<file path="config.mk">
export PLATFORM = sky130hd
export DESIGN_NAME = pixel_fb_writer
export DESIGN_NICKNAME = d
export VERILOG_FILES = /design/src/rtl/gfx_pkg.sv /design/src/rtl/pix_fifo.sv /design/src/rtl/pixel_fb_writer.sv
export SDC_FILE = /design/constraint.sdc
export NUM_CORES = 1
export LEC_CHECK = 0
export ABC_AREA = 1
export CAP_MARGIN = 25
export CORE_MARGIN = 8
export CORE_UTILIZATION = 45
export DETAILED_ROUTE_END_ITERATION = 10
export GPL_TIMING_DRIVEN = 1
export PLACE_DENSITY = 0.66
export SYNTH_ARGS = -nofsm -noshare
export SYNTH_HDL_FRONTEND = slang
export SYNTH_SLANG_ARGS = --single-unit
</file>
<file path="constraint.sdc">
create_clock -name pll_clock -period 5.9 [get_ports pll_clock]
set_clock_uncertainty 0.05 [all_clocks]
set_input_delay 1.18 -clock pll_clock [delete_from_list [all_inputs] [get_ports pll_clock]]
set_output_delay 1.18 -clock pll_clock [all_outputs]
set_load 0.01 [all_outputs]
</file>
<file path="src/rtl/gfx_pkg.sv">
// Shared constants, write-FSM state encoding and pixel record used by the
// framebuffer writer and its FIFO.
package gfx_pkg;

  localparam int H_RES   = 640;
  localparam int V_RES   = 480;
  localparam int COORD_W = 32;
  localparam int COLOR_W = 16;
  localparam int ADDR_W  = 19;

  typedef enum logic [0:0] {
    WR_IDLE = 1'b0,
    WR_REQ  = 1'b1
  } wr_state_t;

  typedef struct packed {
    logic [COORD_W-1:0] x;
    logic [COORD_W-1:0] y;
    logic [COLOR_W-1:0] color;
    logic               last;
  } pixel_t;

endpackage

</file>
<file path="src/rtl/pix_fifo.sv">
// Small synchronous FIFO; exposes the head and the entry behind it so the
// writer can issue back-to-back requests without a bubble.
module pix_fifo #(
  parameter int WIDTH = 35,
  parameter int DEPTH = 4
) (
  input  logic                     i_clk,
  input  logic                     i_rst_n,
  input  logic                     i_push,
  input  logic [WIDTH-1:0]         i_data,
  input  logic                     i_pop,
  output logic [WIDTH-1:0]         o_head,
  output logic [WIDTH-1:0]         o_next,
  output logic                     o_full,
  output logic                     o_empty,
  output logic [$clog2(DEPTH):0]   o_count
);

  localparam int PTR_W = $clog2(DEPTH);
  localparam int CNT_W = PTR_W + 1;

  logic [WIDTH-1:0] r_mem [DEPTH];
  logic [PTR_W-1:0] r_wr_ptr;
  logic [PTR_W-1:0] r_rd_ptr;
  logic [CNT_W-1:0] r_count;
  logic             w_do_push;
  logic             w_do_pop;

  assign w_do_pop  = i_pop & (r_count != '0);
  assign w_do_push = i_push & ((r_count != CNT_W'(DEPTH)) | w_do_pop);

  // Storage, pointers and occupancy
  always_ff @(posedge i_clk or negedge i_rst_n) begin
    if (!i_rst_n) begin
      r_wr_ptr <= '0;
      r_rd_ptr <= '0;
      r_count  <= '0;
      for (int i = 0; i < DEPTH; i++) r_mem[i] <= '0;
    end else begin
      if (w_do_push) begin
        r_mem[r_wr_ptr] <= i_data;
        r_wr_ptr        <= r_wr_ptr + PTR_W'(1);
      end
      if (w_do_pop) r_rd_ptr <= r_rd_ptr + PTR_W'(1);
      case ({w_do_push, w_do_pop})
        2'b10:   r_count <= r_count + CNT_W'(1);
        2'b01:   r_count <= r_count - CNT_W'(1);
        default: r_count <= r_count;
      endcase
    end
  end

  assign o_head  = r_mem[r_rd_ptr];
  assign o_next  = r_mem[r_rd_ptr + PTR_W'(1)];
  assign o_full  = (r_count == CNT_W'(DEPTH));
  assign o_empty = (r_count == '0);
  assign o_count = r_count;

endmodule

</file>
<file path="src/rtl/pixel_fb_writer.sv">
// Rasterizer pixel sink: clips, linearises the address, buffers and issues
// req/ack framebuffer writes; pulses frame_done once a primitive has landed.
module pixel_fb_writer
  import gfx_pkg::*;
#(
  parameter int BASE_ADDR  = 32'd0,
  parameter int FIFO_DEPTH = 32'd4
) (
  input  logic               pll_clock,
  input  logic               sys_reset_n,
  input  logic               pix_valid,
  output logic               pix_ready,
  input  logic [COORD_W-1:0] pix_x,
  input  logic [COORD_W-1:0] pix_y,
  input  logic [COLOR_W-1:0] pix_color,
  input  logic               pix_last,
  output logic               mem_req,
  output logic [ADDR_W-1:0]  mem_addr,
  output logic [COLOR_W-1:0] mem_wdata,
  input  logic               mem_ack,
  output logic               busy,
  output logic               frame_done,
  output logic [15:0]        clip_count,
  output logic [15:0]        write_count
);

  localparam int CNT_W = $clog2(FIFO_DEPTH) + 1;
  localparam int ENT_W = ADDR_W + COLOR_W;

  pixel_t             w_pix;
  logic               w_accept, w_clip, w_stage_next, w_push, w_pop;
  logic               w_empty, w_full, w_ready_next, w_drained;
  logic [CNT_W-1:0]   w_count, w_count_next;
  logic [ADDR_W-1:0]  w_addr;
  logic [ENT_W-1:0]   w_head, w_next;

  logic               r_stage_valid, r_ready, r_mem_req, r_frame_done, r_done_pending;
  logic [ADDR_W-1:0]  r_stage_x, r_stage_y, r_mem_addr;
  logic [COLOR_W-1:0] r_stage_color, r_mem_wdata;
  logic [15:0]        r_clip_count, r_write_count;
  wr_state_t          r_state;

  assign w_pix        = {pix_x, pix_y, pix_color, pix_last};
  assign w_accept     = pix_valid & r_ready;
  // Unsigned compare: negative coordinates wrap to huge values and clip too
  assign w_clip       = (w_pix.x >= COORD_W'(H_RES)) | (w_pix.y >= COORD_W'(V_RES));
  assign w_stage_next = w_accept & ~w_clip;
  assign w_addr       = ADDR_W'(BASE_ADDR) + r_stage_y * ADDR_W'(H_RES) + r_stage_x;
  assign w_pop        = r_mem_req & mem_ack & (r_state == WR_REQ);
  assign w_push       = r_stage_valid & (~w_full | w_pop);
  assign w_drained    = ~r_stage_valid & w_empty & (r_state == WR_IDLE);

  pix_fifo #(.WIDTH(ENT_W), .DEPTH(FIFO_DEPTH)) u_fifo (
    .i_clk   (pll_clock),
    .i_rst_n (sys_reset_n),
    .i_push  (w_push),
    .i_data  ({w_addr, r_stage_color}),
    .i_pop   (w_pop),
    .o_head  (w_head),
    .o_next  (w_next),
    .o_full  (w_full),
    .o_empty (w_empty),
    .o_count (w_count)
  );

  // Ready is registered from next-cycle occupancy, equal to (count + stage) < depth
  always_comb begin
    w_count_next = w_count;
    if (w_push & ~w_pop) begin
      w_count_next = w_count + CNT_W'(1);
    end else if (~w_push & w_pop) begin
      w_count_next = w_count - CNT_W'(1);
    end else begin
      w_count_next = w_count;
    end
    w_ready_next = ({1'b0, w_count_next} + {{CNT_W{1'b0}}, w_stage_next}) < (CNT_W+1)'(FIFO_DEPTH);
  end

  // Address stage, ready and clip counter
  always_ff @(posedge pll_clock or negedge sys_reset_n) begin
    if (!sys_reset_n) begin
      r_stage_valid <= 1'b0;
      r_stage_x     <= '0;
      r_stage_y     <= '0;
      r_stage_color <= '0;
      r_ready       <= 1'b0;
      r_clip_count  <= 16'd0;
    end else begin
      r_stage_valid <= w_stage_next;
      r_ready       <= w_ready_next;
      if (w_stage_next) begin
        r_stage_x     <= w_pix.x[ADDR_W-1:0];
        r_stage_y     <= w_pix.y[ADDR_W-1:0];
        r_stage_color <= w_pix.color;
      end
      if (w_accept & w_clip & (r_clip_count != 16'hFFFF)) r_clip_count <= r_clip_count + 16'd1;
    end
  end

  // Write FSM: the head stays in the FIFO until acked, the next entry follows without a gap
  always_ff @(posedge pll_clock or negedge sys_reset_n) begin
    if (!sys_reset_n) begin
      r_state       <= WR_IDLE;
      r_mem_req     <= 1'b0;
      r_mem_addr    <= '0;
      r_mem_wdata   <= '0;
      r_write_count <= 16'd0;
    end else begin
      case (r_state)
        WR_IDLE: begin
          if (!w_empty) begin
            r_mem_addr  <= w_head[ENT_W-1:COLOR_W];
            r_mem_wdata <= w_head[COLOR_W-1:0];
            r_mem_req   <= 1'b1;
            r_state     <= WR_REQ;
          end
        end
        WR_REQ: begin
          if (w_pop) begin
            r_write_count <= r_write_count + 16'd1;
            if (w_count >= CNT_W'(2)) begin
              r_mem_addr  <= w_next[ENT_W-1:COLOR_W];
              r_mem_wdata <= w_next[COLOR_W-1:0];
            end else begin
              r_mem_req <= 1'b0;
              r_state   <= WR_IDLE;
            end
          end
        end
        default: begin
          r_mem_req <= 1'b0;
          r_state   <= WR_IDLE;
        end
      endcase
    end
  end

  // Primitive completion: a later pix_last while pending merges into one pulse
  always_ff @(posedge pll_clock or negedge sys_reset_n) begin
    if (!sys_reset_n) begin
      r_frame_done   <= 1'b0;
      r_done_pending <= 1'b0;
    end else if (r_done_pending & w_drained) begin
      r_frame_done   <= 1'b1;
      r_done_pending <= w_accept & w_pix.last;
    end else begin
      r_frame_done   <= 1'b0;
      r_done_pending <= r_done_pending | (w_accept & w_pix.last);
    end
  end

  assign pix_ready   = r_ready;
  assign mem_req     = r_mem_req;
  assign mem_addr    = r_mem_addr;
  assign mem_wdata   = r_mem_wdata;
  assign busy        = r_stage_valid | ~w_empty | r_mem_req;
  assign frame_done  = r_frame_done;
  assign clip_count  = r_clip_count;
  assign write_count = r_write_count;

endmodule
</file>
Word level (Yosys, flattened, before mapping)
Cells that the tools add are included.
W data, S select, Z words.
Operators by class
  $add $sub $neg: 8
  $mul: 1
  order comparisons: 8
  eq/ne operators: 9
  muxes and demuxes: 30
  bitwise logic cells: 31
  reductions and logical operators: 7
Operators with widths (count)
  $mux W35: 5
  $bmux W35 S2: 2
  $bwmux W140: 1
  $demux W35 S2: 1
  $mux W19: 3
  $mux W16: 3
  $pmux W19 S2: 1
  $add A16 B1 Y16 const B: 2
  $ge A32 B10 Y1 const B: 1
  $ge A32 B9 Y1 const B: 1
  $pmux W16 S2: 1
  $add A19 B19 Y19: 1
  $mul A19 B3 Y12 const B: 1
  $ne A16 B16 Y1 const B: 1
  $and A1 B1 Y1: 15
  $ge A3 B3 Y1 const B: 3
  $not A2 Y3: 3
  $mux W1: 8
  $not A1 Y1: 7
  $mux W3: 2
  $or A1 B1 Y1: 6
  $pmux W3 S2: 1
  $reduce_and A3 Y1: 2
  $add A2 B1 Y2 const B: 2
  18 further kinds: 21
Storage, ports and cells
  bits in registers: 274
  input port bits: 85
  output and inout port bits: 71
  logic and storage cells: 114

Logic depth before layout (Yosys ltp)
  word-level depth: 10
  depth in mapped cells: 18
  depth with buffers taken out: 18

Modules after synthesis
A second synthesis with hierarchy kept.
Unflattened totals
  cells, all modules: 1965
  area total of the unflattened synthesis: 15119.5 um2
By module, submodules not included
  pix_fifo: instances 1, cells each 1139, area each 8383.0 um2, sequential area each 3678.5 um2
  pixel_fb_writer: instances 1, cells each 826, area each 6736.5 um2, sequential area each 3002.9 um2

Least setup slack after synthesis
No wires, ideal clock.
  path kind: flip-flop to flip-flop
  start point: register r_stage_y[1]
  end point: register u_fifo.r_mem[104] (netlist bit)
  arrival: 2.644 ns
  data required time: 5.732 ns
  slack: 3.088 ns
  cell stages (with the launch flop): 18
  cell sequence: dfrtp_1 ha_1 ha_1 inv_1 fa_1 inv_1 nand3_1 nand2_1 a31oi_1 xnor2_1 ha_1 nand2_1 nor2_1 nand3_1 nand3_1 nand3_1 nand3_1 nand2_1
Between the ends
  longest elaborated chain between the ends: 3
RTL lines
  start, declared: line pixel_fb_writer.sv:38  | logic [ADDR_W-1:0] r_stage_x, r_stage_y, r_mem_addr;
  start signal, assigned: line pixel_fb_writer.sv:93  | r_stage_y <= w_pix.y[ADDR_W-1:0];
  $mul A19 B3 Y12: line pixel_fb_writer.sv:48  | assign w_addr = ADDR_W'(BASE_ADDR) + r_stage_y * ADDR_W'(H_RES) + r_stage_x;
  $add A19 B19 Y19: line pixel_fb_writer.sv:48
  $bwmux W140: line pix_fifo.sv:41  | r_mem[r_wr_ptr] <= i_data;
  end signal, assigned by index: line pix_fifo.sv:41
  end, declared: line pix_fifo.sv:22  | logic [WIDTH-1:0] r_mem [DEPTH];
Every way passes these cells.
A chain may end at the register's enable or synchronous reset.

Final worst setup path
  start point: register u_fifo.r_count[0] (netlist: u_fifo.o_count[0])
  end point: output port busy
Between the ends
  longest elaborated chain between the ends: 4
RTL lines
  start, declared: line pix_fifo.sv:25  | logic [CNT_W-1:0] r_count;
  start signal, assigned: line pix_fifo.sv:46  | 2'b10: r_count <= r_count + CNT_W'(1);
  start signal, assigned: line pix_fifo.sv:47  | 2'b01: r_count <= r_count - CNT_W'(1);
  start signal, assigned: line pix_fifo.sv:48  | default: r_count <= r_count;
  $logic_not A3 Y1: line pix_fifo.sv:56  | assign o_empty = (r_count == '0);
  $not A1 Y1: line pixel_fb_writer.sv:156  | assign busy = r_stage_valid | ~w_empty | r_mem_req;
  $or A1 B1 Y1 (2 in a row): line pixel_fb_writer.sv:156
  end, declared: line pixel_fb_writer.sv:21  | output logic busy,
Every way passes these cells.

==> impl_metrics.env <==
export IMPL_status="completed"
export IMPL_cp_arrival_ps=2160
export IMPL_period_needed_ps=3390
export IMPL_syn_area_per_cell_um2=7.85
export IMPL_yosysTopAreaCellShare_pct=46.6
export IMPL_tightest_slew_ps=1070
export IMPL_clk_pin_slew_worst_paths_ps=60
export IMPL_rsz0062_at_grt="no"
export IMPL_startpoint_type="flip-flop"
export IMPL_placed_cells=2300
export IMPL_rows=65
export IMPL_cts_sinks=267
export IMPL_die_h_um=194
export IMPL_syn_nets=1951
export IMPL_h_tree_depth=1
export IMPL_path_cells="inv_1 -> ha_1 -> inv_1 -> nor2_1 -> nand3_1 -> clkdlybuf4s50_1"
export IMPL_hold_viol=0
export IMPL_via_per_inst=5.38
export IMPL_leakagePower_nw=8.07
export IMPL_grt_antenna_before_repair=0
export IMPL_synthFlopType="dfrtp_1"
export IMPL_yosysSeqAreaShare_pct=46.6
export IMPL_yosys_area_share_simple_pct=21.8
export IMPL_max_freq_mhz=295
export IMPL_postCtsResizedCells=0
export IMPL_max_vdd_ir_drop_mv=0.210
export IMPL_synth_compound_area_share_pct=17.0
export IMPL_fin_area_um2=17000
export IMPL_gp_congestion=0.852
export IMPL_path_class="reg -> out"
export IMPL_drv_slew=0
export IMPL_whs_ps=424
export IMPL_setup_violations=0
export IMPL_maxCapViolCount=0
export IMPL_vias=12669
export IMPL_ant_nets=0
export IMPL_n_antenna_cell=0
export IMPL_drive_gt1_share_pct=5.64
export IMPL_powerDensity_nw_per_um2=270
export IMPL_grt_pass1_wl_mm=65.2
export IMPL_post_cts_buffers=0
export IMPL_die_w_um=194
export IMPL_drtIter0Drc=1103
export IMPL_hpwl_mm=24.7
export IMPL_min_path_type="reg -> reg"
export IMPL_grt_start_max_net_pins=110
export IMPL_synth_area_top_cells="dfrtp_1 47%, nand2_1 11%, o21ai_0 8.3%"
export IMPL_grt_pass1_vias=12832
export IMPL_final_cells=2353
export IMPL_synth_area_mux_share_pct=0
export IMPL_drt_wl_total_mm=38.6
export IMPL_io_pins=156
export IMPL_grt_overflow_total=0
export IMPL_yosys_cell_types_count=42
export IMPL_drc=0
export IMPL_tritoncts="yes"
export IMPL_fp_dieArea_um2=37800
export IMPL_synth_adder_area_share_pct=3.69
export IMPL_layout_worst_path_cycle_share_pct=57.5
export IMPL_holdBufCountCts=0
export IMPL_synth_edf_count=0
export IMPL_start_util_pct=45.5
export IMPL_slew_headroom_pct=28.7
export IMPL_postSynthCellCount=1825
export IMPL_cp_common_cell="inv_1"
export IMPL_yosysWarnings=0
export IMPL_synthArstFlopShare_pct=100
export IMPL_clockRootBuffer="clkbuf_16"
export IMPL_area_growth_pct=18.6
export IMPL_synth_cell_area_um2=14300
export IMPL_port_buffers=155
export IMPL_layout_nets=2055
export IMPL_cp_end_kind="output pin"
export IMPL_cp_slowest_stage_delay_ps=510
export IMPL_synth_xor_area_share_pct=2.51
export IMPL_path_max_fanout=4
export IMPL_cts_buffer_depth=3
export IMPL_dpl_cell_area_um2=16000
export IMPL_numCtsBuffers=29
export IMPL_finalSetupTns_ps=0
export IMPL_coreArea_um2=31500
export IMPL_clkLatencyLatePin_ps=540
export IMPL_first_pass_iters=5
export IMPL_synth_top_family_by_area="simple AND/OR/NAND/NOR gates"
export IMPL_crit_required_ps=4670
export IMPL_synth_area_leader_cell="dfrtp_1"
export IMPL_yosys_register_bits=267
export IMPL_total_power_w=0.00460
export IMPL_cp_slowest_cell="clkdlybuf4s50_1"
export IMPL_grt_total_usage_pct=20.5
export IMPL_routedWlPerCell_um=16.4
[synth_stat cells, types with 8 or more instances]
cell      count
nand2_1     433
dfrtp_1     267
o21ai_0     238
inv_1       189
nor2_1      159
a21oi_1     134
nand3_1      86
clkbuf_1     52
ha_1         39
buf_2        29
nand4_1      26
o221ai_1     24
xor2_1       22
o21ai_1      20
xnor2_1      19
o21ai_2      15
buf_6         8
[layer usage]
metal	part of all wire [%]	track usage (%)
met5	0	0
met4	2.5	6.28
met3	6.0	3.56
met2	46	34.1
met1	45	27.0
[cell usage in the layout, fill, tap and decap left out, drive strengths merged, types with 39 or more instances in the layout]
cell type	netlist	layout
a21oi	134	134
clkbuf	52	42
clkdlybuf4s50	0	154
dfrtp	267	267
ha	39	39
inv	193	193
nand2	438	438
nand3	92	92
nor2	171	171
o21ai	273	273
[logic make-up after synthesis]
| family | Yosys count |
|---|---|
| buffers and inverters | 289 |
| xor gates and xnor gates | 41 |
| adders and majority gates | 41 |
| DFF | 267 |
| and+or+nand+nor | 739 |
| AOI/OAI and AO/OA | 448 |
[area by class of cell]
| cell class | count | area (µm²) |
|---|---|---|
| fill | 2937 | 14500 |
| multi-input combinational | 1269 | 6450 |
| tap | 402 | 503 |
| sequential | 267 | 6690 |
| clock buffer | 42 | 835 |
| inverter | 194 | 729 |
| timing repair buffer | 168 | 1680 |
| clock inverter | 11 | 110 |
[worst max-delay path: cells and delay by family, from the launching register on]
family,cells,cell delay (ps)
fa+ha+maj,1,220
buf+inv,3,690
simple gates,2,290
flops,1,410
[flip-flops by register name, summed over array words and instances, names as in the netlist, 2 cells and up]
register         flops
mem_addr            19
u_fifo.r_mem       140
r_stage_x           19
u_fifo.r_rd_ptr      2
u_fifo.r_wr_ptr      2
write_count         16
mem_wdata           16
u_fifo.o_count       3
r_stage_y           12
r_stage_color       16
clip_count          16
[per-stage QoR]
stage               setup slack [ps]  utilization [%]
detailed placement              2180             51.0
floorplan                       3090                -
CTS                             2490             54.0
global route                    2340             54.0
global placement                2260             50.9
finish                          2510             54.0
[path summary, 6_finish.rpt]
path / start / endpoint / slack [ps] / cells after the start
worst min register to register: r_stage_x[13] / r_stage_x[13] / 420 / 2
max in group asynchronous: sys_reset_n / u_fifo.r_mem[13] / 3940 / 2
worst min-delay path: r_stage_x[13] / r_stage_x[13] / 420 / 2
worst max register to register: r_stage_y[1] / u_fifo.r_mem[31] / 2650 / 14
worst max-delay path: u_fifo.o_count[0] / busy / 2510 / 6
min in group asynchronous: sys_reset_n / mem_wdata[0] / 630 / 1
[where the power goes]
group,switching [W],internal (W)
sequential,0.000106,0.00196
combinational,0.000351,0.000375
clock,0.000737,0.00106
No activity file was read; power rests on OpenSTA's default activity.
